==> src/rtl/ipsxe_floating_point_lzc_scan_ctrl_v1_0.sv <==
// ---------------------------------------------------------------------------
// ipsxe_floating_point_lzc_scan_ctrl_v1_0
//
// Sequential leading-one scan controller for the fixed-to-float path.
// A single 16-bit leading-one detector is time-shared over the operand:
// one 16-bit segment is examined per clock, starting at the most significant
// segment, and the scan stops at the first non-zero segment. The result
// (leading-one position, normalise shift, zero flag) is held together with
// the latched operand until the downstream side accepts it.
//
// Ports
//   i_clk    : clock, rising edge
//   i_rst_n  : asynchronous active-low reset
//   i_valid  : operand valid          o_ready : operand can be accepted
//   i_data   : operand to scan
//   o_valid  : result valid (held)    i_ready : downstream accepts result
//   o_pos    : bit index of the leading one
//   o_shift  : DATA_WIDTH-1-o_pos, left shift needed to normalise
//   o_zero   : operand was all zeros
//   o_data   : latched operand, stable while o_valid is high
//
// DATA_WIDTH must be one of 16, 32, 48, 64.
// ---------------------------------------------------------------------------
module ipsxe_floating_point_lzc_scan_ctrl_v1_0 #(
    parameter int DATA_WIDTH = 64
) (
    input  logic                  i_clk,
    input  logic                  i_rst_n,
    input  logic                  i_valid,
    output logic                  o_ready,
    input  logic [DATA_WIDTH-1:0] i_data,
    output logic                  o_valid,
    input  logic                  i_ready,
    output logic [5:0]            o_pos,
    output logic [5:0]            o_shift,
    output logic                  o_zero,
    output logic [DATA_WIDTH-1:0] o_data
);

    localparam int         NSEG    = DATA_WIDTH / 16;
    localparam logic [1:0] SEG_TOP = 2'(NSEG - 1);
    localparam logic [5:0] POS_MAX = 6'(DATA_WIDTH - 1);

    typedef enum logic [1:0] {
        IDLE = 2'd0,
        SCAN = 2'd1,
        DONE = 2'd2
    } state_t;

    state_t                  state_q;
    logic [1:0]              seg_q;
    logic [DATA_WIDTH-1:0]   data_q;
    logic                    ready_q;
    logic                    valid_q;
    logic                    zero_q;
    logic [5:0]              pos_q;
    logic [5:0]              shift_q;

    // Segment view of the latched operand
    logic [15:0] seg_words [NSEG];

    for (genvar gi = 0; gi < NSEG; gi++) begin : g_seg
        assign seg_words[gi] = data_q[gi*16 +: 16];
    end

    // Segment currently under the shared detector
    logic [15:0] seg_word;

    always_comb begin
        seg_word = seg_words[0];
        for (int k = 1; k < NSEG; k++) begin
            if (seg_q == 2'(k)) begin
                seg_word = seg_words[k];
            end
        end
    end

    // Shared 16-bit leading-one detector. The ascending loop lets the
    // highest set bit overwrite every lower one, so the MSB wins.
    logic [3:0] lod_idx;
    logic       lod_nz;

    always_comb begin
        lod_idx = 4'd0;
        for (int b = 0; b < 16; b++) begin
            if (seg_word[b]) begin
                lod_idx = 4'(b);
            end
        end
    end

    assign lod_nz = |seg_word;

    // seg*16 + lod(s) is just the concatenation of the two indices
    logic [5:0] pos_d;
    logic [5:0] shift_d;

    assign pos_d   = {seg_q, lod_idx};
    assign shift_d = POS_MAX - pos_d;

    always_ff @(posedge i_clk or negedge i_rst_n) begin
        if (!i_rst_n) begin
            state_q <= IDLE;
            seg_q   <= 2'd0;
            data_q  <= '0;
            ready_q <= 1'b0;
            valid_q <= 1'b0;
            zero_q  <= 1'b0;
            pos_q   <= 6'd0;
            shift_q <= 6'd0;
        end else begin
            case (state_q)
                IDLE: begin
                    if (i_valid && ready_q) begin
                        data_q  <= i_data;
                        seg_q   <= SEG_TOP;
                        ready_q <= 1'b0;
                        state_q <= SCAN;
                    end else begin
                        // Also raises o_ready on the first edge after reset
                        ready_q <= 1'b1;
                    end
                end
                SCAN: begin
                    if (lod_nz) begin
                        pos_q   <= pos_d;
                        shift_q <= shift_d;
                        zero_q  <= 1'b0;
                        valid_q <= 1'b1;
                        state_q <= DONE;
                    end else if (seg_q == 2'd0) begin
                        pos_q   <= 6'd0;
                        shift_q <= POS_MAX;
                        zero_q  <= 1'b1;
                        valid_q <= 1'b1;
                        state_q <= DONE;
                    end else begin
                        seg_q <= seg_q - 2'd1;
                    end
                end
                DONE: begin
                    // o_ready stays low here, so an i_valid in the
                    // handshake cycle is only taken one cycle later
                    if (i_ready) begin
                        valid_q <= 1'b0;
                        ready_q <= 1'b1;
                        state_q <= IDLE;
                    end
                end
                default: begin
                    state_q <= IDLE;
                end
            endcase
        end
    end

    assign o_ready = ready_q;
    assign o_valid = valid_q;
    assign o_pos   = pos_q;
    assign o_shift = shift_q;
    assign o_zero  = zero_q;
    assign o_data  = data_q;

endmodule
==> config.mk <==
export PLATFORM = sky130hd
export DESIGN_NAME = ipsxe_floating_point_lzc_scan_ctrl_v1_0
export DESIGN_NICKNAME = d
export VERILOG_FILES = /design/src/rtl/ipsxe_floating_point_lzc_scan_ctrl_v1_0.sv
export SDC_FILE = /design/constraint.sdc
export NUM_CORES = 1
export LEC_CHECK = 0
export ABC_AREA = 1
export BUFFER_PORTS_ARGS = -buffer_cell sky130_fd_sc_hd__buf_4
export CAP_MARGIN = 15
export CORE_MARGIN = 2
export CORE_UTILIZATION = 30
export CTS_BUF_LIST = sky130_fd_sc_hd__clkbuf_4 sky130_fd_sc_hd__clkbuf_8
export DETAILED_ROUTE_END_ITERATION = 8
export GPL_TIMING_DRIVEN = 0
export PLACE_DENSITY = 0.64
export SYNTH_ARGS = -nofsm -noshare
export SYNTH_HDL_FRONTEND = slang
export SYNTH_SLANG_ARGS = --single-unit
==> constraint.sdc <==
create_clock -name i_clk -period 2.4 [get_ports i_clk]
set_input_delay 0.6 -clock i_clk [delete_from_list [all_inputs] [get_ports i_clk]]
set_output_delay 0.6 -clock i_clk [all_outputs]
set_load 0.05 [all_outputs]
# Yosys cells after proc, flatten, opt, wreduce, memory -nomap -nowiden
# Index checks and enable logic that the tools add are counted.
word_totals:
  register_bits: 83
  input_bits: 68
  output_inout_bits: 79
  word_cells: 73
classes:
  addsub: 2
  eq_ne: 10
  mux: 39
  n_reduce_logical: 14
op_table:
  columns: ["cell", "count"]
  rows:
  - ["$mux W4", 14]
  - ["$mux W16", 3]
  - ["$mux W6", 4]
  - ["$reduce_or A16 Y1", 1]
  - ["$mux W2", 7]
  - ["$ne A2 B2 Y1 const B", 4]
  - ["$reduce_bool A2 Y1", 4]
  - ["$mux W1", 7]
  - ["$eq A2 B2 Y1 const B", 3]
  - ["$pmux W2 S3", 1]
  - ["$reduce_and A2 Y1", 3]
  - ["$reduce_and A3 Y1", 2]
  - ["$sub A6 B6 Y6 const A", 1]
  - ["$eq A2 B1 Y1 const B", 2]
  - ["$logic_not A2 Y1", 2]
  - ["$pmux W1 S2", 2]
  - ["$pmux W2 S2", 1]
  - ["$reduce_and A4 Y1", 1]
  - ["$ne A3 B3 Y1 const B", 1]
  - ["$sub A2 B1 Y2 const B", 1]
  - ["$logic_and A1 B1 Y1", 1]

# Longest topological paths before layout
# Gate-level depths: netlist (run 1).
depth:
  ltp_word: 21
  mapped_depth: 24
  ltp_nobuf: 22

# Least setup slack after synthesis (run 1)
# OpenSTA, ideal clock, no wires.
synth_path:
  kind: "reg-to-reg"
  from: "reg seg_q[1]"
  to: "reg pos_q[1] (netlist: o_pos[1])"
  setup_ns: 0.119
  t_arrival_ns: 2.101
  required_time_ns: 2.281
  setup_slack_ns: 0.180
  path_stages_with_launch: 16
  path_buffers: 3
  period_less_slack_ns: 2.220
  cell_sequence: "dfrtp_1 > inv_1 > ha_1 > buf_6 > buf_4 > nor2_1 > o31ai_1 > o21ai_1 > nand2_1 > nor2_1 > nand2_1 > nor2_4 > a21oi_2 > buf_6 > nand4_2 > o21a_1"
synth_via:
  elab_chain_cells: 19
  elab_cells_between_ends: 25
  classes_between: "eq/ne: 3; mux: 18; reduce/logical: 4"
synth_lines:
  columns: ["item", "line_no", "source"]
  rows:
  - ["start, declared", "51", "logic [1:0] seg_q;"]
  - ["start signal, assigned", "138", "seg_q <= seg_q - 2'd1;"]
  - ["$eq A2 B1 Y1", "72", "if (seg_q == 2'(k)) begin"]
  - ["$mux W16 (3 in a row)", "72", null]
  - ["$mux W4 (14 in a row)", "86", "if (seg_word[b]) begin"]
  - ["$mux W6", "125", "if (lod_nz) begin"]
  - ["end signal, assigned", "126", "pos_q <= pos_d;"]
  - ["end, declared", "56", "logic [5:0] pos_q;"]
# Parallel ways exist; a longest one is shown, timed or not.
# A chain may end at the register's enable or synchronous reset.

# Worst setup path after layout (run 1)
layout_path:
  from: "reg seg_q[0]"
  to: "reg shift_q[0] (netlist: o_shift[0])"
layout_via:
  elab_chain_cells: 21
  elab_cells_between_ends: 27
  classes_between: "add/sub: 1; eq/ne: 3; mux: 19; reduce/logical: 4"
layout_lines:
  columns: ["item", "line_no", "source"]
  rows:
  - ["$eq A2 B1 Y1", "72", null]
  - ["$mux W16 (3 in a row)", "72", null]
  - ["$mux W1", "86", null]
  - ["$mux W4 (14 in a row)", "86", null]
  - ["$sub A6 B6 Y6", "99", "assign shift_d = POS_MAX - pos_d;"]
  - ["$mux W6", "125", null]
  - ["end signal, assigned", "127", "shift_q <= shift_d;"]
  - ["end, declared", "57", "logic [5:0] shift_q;"]
# Parallel ways exist; a longest one is shown, timed or not.

==> metrics list, run 1 <==
- Total die area: 13800 um2
- CTS tree: yes
- The synthesized design contains 0 enable-type register cells.
- The number of antenna violations at the first check in global routing came to 0.
- Global-route congestion overflow total: 0
- Clock latency on the worst-skew pair, taken at its later pin, is 0.37 ns.
* Final routed DRC violation total: 0
* Maximum fanout along the worst path: 10
* Via density per instance: 4.56
- Dividing the synthesized area by the synthesized cell count gives 7.96 um2.
- Clock buffers created by TritonCTS: 9
- The worst setup path is captured at a register.
- Arrival time of data at the critical path endpoint: 2.68 ns
* Register bit count reported by yosys: 83
* Clock tree root buffer cell: clkbuf_8
* Tot GR Track Use: 0.187
- The floorplan step defined a core boundary enclosing 12600 um2.
- In this run the cell area of the synthesized design comes to 3860 um2.
- The H-tree generated during clock tree synthesis spans 3 levels.
* Port buffer count: 146
* Combined buffer and inverter count along the critical path: 5
- Number of cells in the design after placement: 803
- First-pass GRT wire length: 20500 um
- Setup violations remaining at the end of the flow were counted as 5.
* Cell type of the slowest stage on the worst timing path: dfrtp_2
- Final clock period utilization by the worst path: 1.01
- For the pin with the worst max-slew slack, the measured transition is 1.05 ns.
- After synthesis, the share of flip-flops with an asynchronous set or reset is 1.00.
- For met1 alone, demand over resource in global routing was 0.247.
* Worst Path Required: 2.67 ns
- Die Height: 117 um
- Number of buffers inserted by hold repair at cts: 0
* Clock input transition at the sequential cells of the worst setup and hold paths: 0.09 ns
- Residual antenna-violating net count after detailed routing: 0
- Setup repair after global routing could not meet its margin everywhere.
- Final instance area: 6070 um2
* Warnings, synthesis: 0
- In this run the core area contains 41 standard-cell rows.
- The congestion estimate from routability-driven global placement came to 0.870.
- The critical path in this run is classified as reg2reg.
* Clock Tree Buf Depth: 2
- Area after detailed placement: 5170 um2
- The final-report hold violation count was 0.
- Aggregate routed wire length: 12900 um
- Relative slew margins: 0.298
- Violated checks: setup timing
- The number of antenna diodes in the final layout is 0.
- Pin count of the biggest net entering global routing: 84
* Sinks on the clock net: 83
* Via count of the first global-routing pass: 3967
* Met2 global-route usage: 0.304
- Sequence of cells on the critical path: inv_2 > ha_4 > buf_12 > buf_6 > a21oi_2 > o31ai_4 > o21ai_1 > nand2_1 > nor2_2 > nand2_2 > nor2_4 > a21oi_4 > inv_4 > buf_8 > nor2_4 > nand2_1 > nand2_1
- Cell type with the highest aggregate area in the netlist: dfrtp_1
- In the post-synthesis netlist, the cell with the most instances is nand2_1.
* Share of the core filled with cells: 0.481
- Detailed-router iteration count before antenna repair: 5
- From left edge to right edge, the die measures 117 um.
- Number of standard cells after synthesis: 485
- Min Tclk post-route: 2.42 ns
- Half-perimeter wire length of the detailed placement result: 9330 um
* Final net count: 740
* Synth-to-Final Area Change: 57.0%
- For this configuration, the core starts out at a cell density of 0.306.
- Met3 routing resource usage after global routing: 0.0499
- Iteration-0 DRC Markers: 196
- Final clock skew: 0.0140 ns
* Sequential element share of the synthesized area: 0.538
- For this run, the slowest stage of the critical path takes 0.43 ns.
- Among the stages of the critical path, the cell type that occurs most often is nand2_1.
- Non-filler cells, final: 845
* Post-synth top area share: 0.538
* Most area-consuming cells after synthesis: dfrtp_1 (54%), nand2_1 (25%), nor2_1 (3.1%)
- Max Clock Freq: 0.414 GHz
- Number of max-capacitance violations reported: 0
- Vias post-DR: 3851
- STA classifies the critical path startpoint as a register.
* Worst min-delay path category: in2async
* Result of the run: finished, violations left
* Count of unique library cells instantiated by Yosys: 29
- Layout cell share with drive strength beyond 1: 0.395
* Final Worst Setup Slack: -0.0153 ns
- I/O pin count: 147
- Post-Syn Nets: 557
- met2 is the most crowded layer.
* Post-synth top flop: dfrtp_1
* DR WL/cell: 15.3 um
- Ranked by instance count, the synthesized netlist is headed by nand2_1 (256), dfrtp_1 (83), nor2_1 (32), a21oi_1 (13).
- Final number of max-transition violations: 0
- In this design, the largest share of critical-path delay is due to simple AND/OR/NAND/NOR gates.
* Fill cells: 1258
[sequential cells by signal, summed over array words and instances (netlist names)]
register	flops
o_data	64
o_pos	6
o_ready	1
o_shift	6
o_valid	1
o_zero	1
seg_q	2
state_q	2
[path summary, 6_finish.rpt]
path / cells after the start / slack (ns) / endpoint / startpoint
max reg2reg: 17 / -0.02 / o_shift[0] / seg_q[0]
min reg2reg: 2 / 0.50 / o_shift[1] / o_shift[1]
max in group asynchronous: 1 / 1.23 / seg_q[0] / i_rst_n
min in group i_clk: 2 / 0.42 / state_q[1] / i_ready
max: 17 / -0.02 / o_shift[0] / seg_q[0]
min: 1 / 0.40 / o_shift[5] / i_rst_n
[what timing repair did]
action / CTS / global route
cloned: 5 / 1
resized for setup: 53 / 51
setup buffers: 16 / 7
setup endpoints to repair: 18 / 27
pin swaps: 14 / 24
[through the flow]
step | hold WS (ns) | setup slack [ns] | TNS, ns
floorplan | 0.304 | 0.180 | 0
global placement | 0.456 | -0.222 | -4.99
detailed placement | 0.460 | -0.318 | -5.10
CTS | 0.413 | -0.0346 | -0.149
global route | 0.419 | -0.152 | -1.72
finish | 0.403 | -0.0153 | -0.0291
[metal layers]
metal,share of wire,wire length (um)
met2,0.49,6280
met1,0.43,5530
met3,0.068,871
met4,0.017,213
met5,0,0
[layout by cell type (no fill, tap or decap), types with 2 or more instances in the layout]
master      synthesis  layout
dfrtp_1            83      81
nand2_4             0       4
o21ai_2             2       2
nand2_2             1       7
buf_4               2     166
buf_12              0       3
nor2_4              2       3
o21ai_0             8       6
nand2_1           256     246
a31oi_1             2       2
o21ai_1            10      10
buf_1               4       4
clkinvlp_4          0       3
o211ai_1            2       2
a21oi_4             0       7
o21a_1              5       5
nor2_1             32      24
o21ai_4             0       2
buf_8               0       4
buf_6               5       4
dfrtp_2             0       2
a21oi_1            13       4
ha_4                0       3
clkbuf_4            0       3
nor2_2              0       7
nand3_1             3       2
inv_2               4       6
a21oi_2             4       6
inv_1              12       8
o31ai_4             0       6
o31ai_2             0       4
clkbuf_8            0      10
o31ai_1            12       2
buf_16              0       3
clkbuf_1            9       8
[worst reg2reg max path: stages (launching register included)]
cell and delay [ns]:
dfrtp_2 0.43, inv_2 0.07, ha_4 0.17, buf_12 0.14
buf_6 0.16, a21oi_2 0.20, o31ai_4 0.10, o21ai_1 0.12
nand2_1 0.11, nor2_2 0.14, nand2_2 0.08, nor2_4 0.14
a21oi_4 0.10, inv_4 0.10, buf_8 0.13, nor2_4 0.04
nand2_1 0.05, nand2_1 0.04
[cell type report]
| class | instances | area, um2 | area share |
|---|---|---|---|
| Sequential cell | 83 | 2080 | 0.343 |
| Multi-Input combinational cell | 361 | 1910 | 0.315 |
| Timing Repair Buffer | 173 | 1380 | 0.228 |
| Tap cell | 172 | 215 | 0.0355 |
| Buffer | 23 | 200 | 0.0330 |
| Clock buffer | 12 | 153 | 0.0252 |
| Inverter | 17 | 77.6 | 0.0128 |
| Clock inverter | 4 | 50.0 | 0.00825 |
[cell families after synthesis]
logic type | count (synthesis) | share of synthesized area
AOI/OAI and AO/OA | 60 | 0.0975
adders and majority gates | 4 | 0.0130
buffers and inverters | 41 | 0.0534
DFF | 83 | 0.538
and+or+nand+nor | 297 | 0.298
Power of run 1 is not shown: default switching activity piles up to over one toggle a cycle in this logic, so the estimate is an artifact.
==> inputs of run 2 (changes only) <==
CORE_UTILIZATION = 40   (was 30)
PLACE_DENSITY = 0.73   (was 0.64)
==> run 2 against run 1 <==
Net effect:
- the run still ends with setup timing left
- largest cell class unchanged
- die area shrank 24%
- non-clock buffer count increased by 11
- wire length about the same
- clock-buffer cell count shrank 2
- sequential cell count did not move
- critical path depth stayed put
- final cell count is 3.8% lower
- global-route usage grew 5.1 points
- clock skew decreased by 0.0081 ns
- register-to-register slack worse by 0.02 ns
==> metrics list, run 2 (synthesis gave the netlist of run 1 again) <==
- Half-perimeter wire length of the detailed placement result: 8590 um
- The net count of the finished layout is 751.
- Accumulated negative setup slack: -0.0650 ns
* Slew @ Worst Pin: 0.673 ns
- Number of max-capacitance violations reported: 0
* Commonest non-fill, non-tap cells in the layout: nand2_1 (252), buf_4 (174), dfrtp_1 (82), nor2_1 (23), o21ai_2 (13)
* Reg-to-reg critical path startpoint: seg_q[1]
- Fill cells: 719
- Result of the run: finished, violations left
* Gate family responsible for the most delay along the worst path: simple AND/OR/NAND/NOR gates
* Number of buffers inserted by hold repair at cts: 0
* Clock buffers created by TritonCTS: 9
- After clock tree synthesis, the clock-pin slew on the worst setup and hold paths is 0.08 ns.
- The register with the most flip-flops in the layout has 64 of them.
- Sequence of cells on the critical path: buf_6 > ha_4 > buf_12 > buf_12 > a21oi_4 > o31ai_4 > o21ai_2 > nand2_1 > nor2_2 > nand2_2 > nor2_4 > a21oi_4 > inv_2 > buf_6 > nor2_4 > nand2_2 > nand2_1
- Clock Tree Buf Depth: 2
* Most common library cell in the layout ignoring fill and taps: nand2_1
- Violated checks: setup timing
- RR Endpoint: o_shift[0]
- On the worst path, the slowest cell contributes a delay of 0.41 ns.
- Final number of max-transition violations: 0
* Clock Latency Late Sink: 0.36 ns
- Critical Path Source Type: register
- Pin count of the biggest net entering global routing: 84
- The worst setup path is captured at a register.
- Cell type of the slowest stage on the worst timing path: dfrtp_1
- Final clock skew: 0.00588 ns
- Antenna diode count: 0
- Vias post-DR: 4126
* Worst Path Required: 2.66 ns
- In the final layout, the share of cells above drive strength 1 is 0.409.
- After layout, the minimum clock period comes to 2.44 ns.
* Total die area: 10500 um2
- Before antenna repair, the detailed router went through 5 iterations.
* Starting density of the core: 0.416
* Number of antenna violations at the first check in global routing: 0
- I/O pin count: 147
- Area of the multi-input gates: 1950 um2
- Dividing the detail-routed wire length by the instance count gives 15.9 um.
- Global routing finished with a remaining overflow of 0.
- Tot GR Track Use: 0.238
- Chip width: 102 um
- In the finished design, the share of the clock period the worst path needs comes to 1.02.
* Iteration-0 DRC Markers: 267
* CTS tree: yes
- Path depth of the worst reg2reg path: 17
- Setup repair after global routing could not meet its margin everywhere.
- The via count of the first global-routing pass came to 3819.
* First-pass GRT wire length: 19100 um
- Final routed DRC violation total: 0
- Port buffer count: 146
* Floorplan core area: 9280 um2
* Number of cells in the design after placement: 760
- Final Worst Setup Slack: -0.0391 ns
- Maximum fanout along the worst path: 7
- Worst min-delay path category: in2async
* Combined buffer and inverter count along the critical path: 5
- After floorplanning, the core was divided into 35 placement rows.
* Crit Path Category: reg2reg
* Setup violation total in the final timing report: 5
- Measured along the y axis, the die boundary spans 102 um.
- Non-filler cells, final: 813
- Clock tree root buffer cell: clkbuf_8
- Aggregate routed wire length: 12900 um
* Count of H-tree levels built during CTS: 3
- In this run the register-to-register setup slack is -0.04 ns.
* Placer's final routability congestion estimate: 0.909
- The detail route stage leaves a number of antenna-violating nets equal to 0.
- For this design, the sink count on the clock tree is 83.
- Data arrives at the worst endpoint at 2.70 ns.
* Relative slew margins: 0.548
- The sequential cells in the finished layout cover a total of 2080 um2.
- Synth-to-Final Area Change: 59.9%
* Via density per instance: 5.08
* Setup slack after placement: -0.246 ns
- Static timing analysis puts the maximum clock frequency at 0.410 GHz.
- Number of endpoints with negative hold slack in the final report: 0
run 2: metal layers:
metal,global-route usage,wire (um),vias to the layer above
met5,0,0,-
met4,0.0882,257,0
met3,0.0486,984,29
met2,0.387,6410,219
met1,0.317,5240,1962
li1,-,-,1916
run 2: final cells by class:
| type | count | area share |
|---|---|---|
| Clock inverter | 6 | 0.0146 |
| Clock buffer | 10 | 0.0213 |
| Multi-Input combinational cell | 361 | 0.317 |
| Timing Repair Buffer | 184 | 0.240 |
| Tap cell | 129 | 0.0261 |
| Buffer | 23 | 0.0324 |
| Inverter | 17 | 0.0122 |
| Sequential cell | 83 | 0.337 |
run 2: timing repair:
| item | CTS | global route |
|---|---|---|
| cloned | 3 | 5 |
| setup endpoints to repair | 17 | 17 |
| setup buffers | 16 | 13 |
| gates resized for setup | 44 | 64 |
| pin swaps | 9 | 21 |
run 2: how the worst max path moves through the flow:
stage / slack (ns) / startpoint / endpoint / cells after the start
after floorplan: 0.18 / seg_q[1] / o_pos[1] / 15
after global placement: -0.15 / seg_q[1] / o_pos[1] / 15
after detailed placement: -0.25 / seg_q[0] / o_pos[1] / 14
after CTS: 0.007 / seg_q[0] / o_pos[1] / 15
after global routing: -0.16 / seg_q[1] / o_shift[0] / 17
final: -0.04 / seg_q[1] / o_shift[0] / 17
run 2: metrics by stage:
step / cell area (um2) / hold slack (ns) / util
after floorplan: 3860 / 0.304 / -
after global placement: 5120 / 0.455 / 0.551
after detailed placement: 5120 / 0.460 / 0.551
after CTS: 5700 / 0.412 / 0.614
after global routing: 6170 / 0.240 / 0.665
final: 6170 / 0.195 / 0.665
run 2: worst register-to-register path, delay by kind of cell, from the launching register on:
family | cells | cell delay (ns)
compound gates | 4 | 0.45
fa+ha+maj | 1 | 0.16
buf+inv | 5 | 0.64
flops | 1 | 0.41
simple gates | 7 | 0.66
Power of run 2 is left out for the same reason.
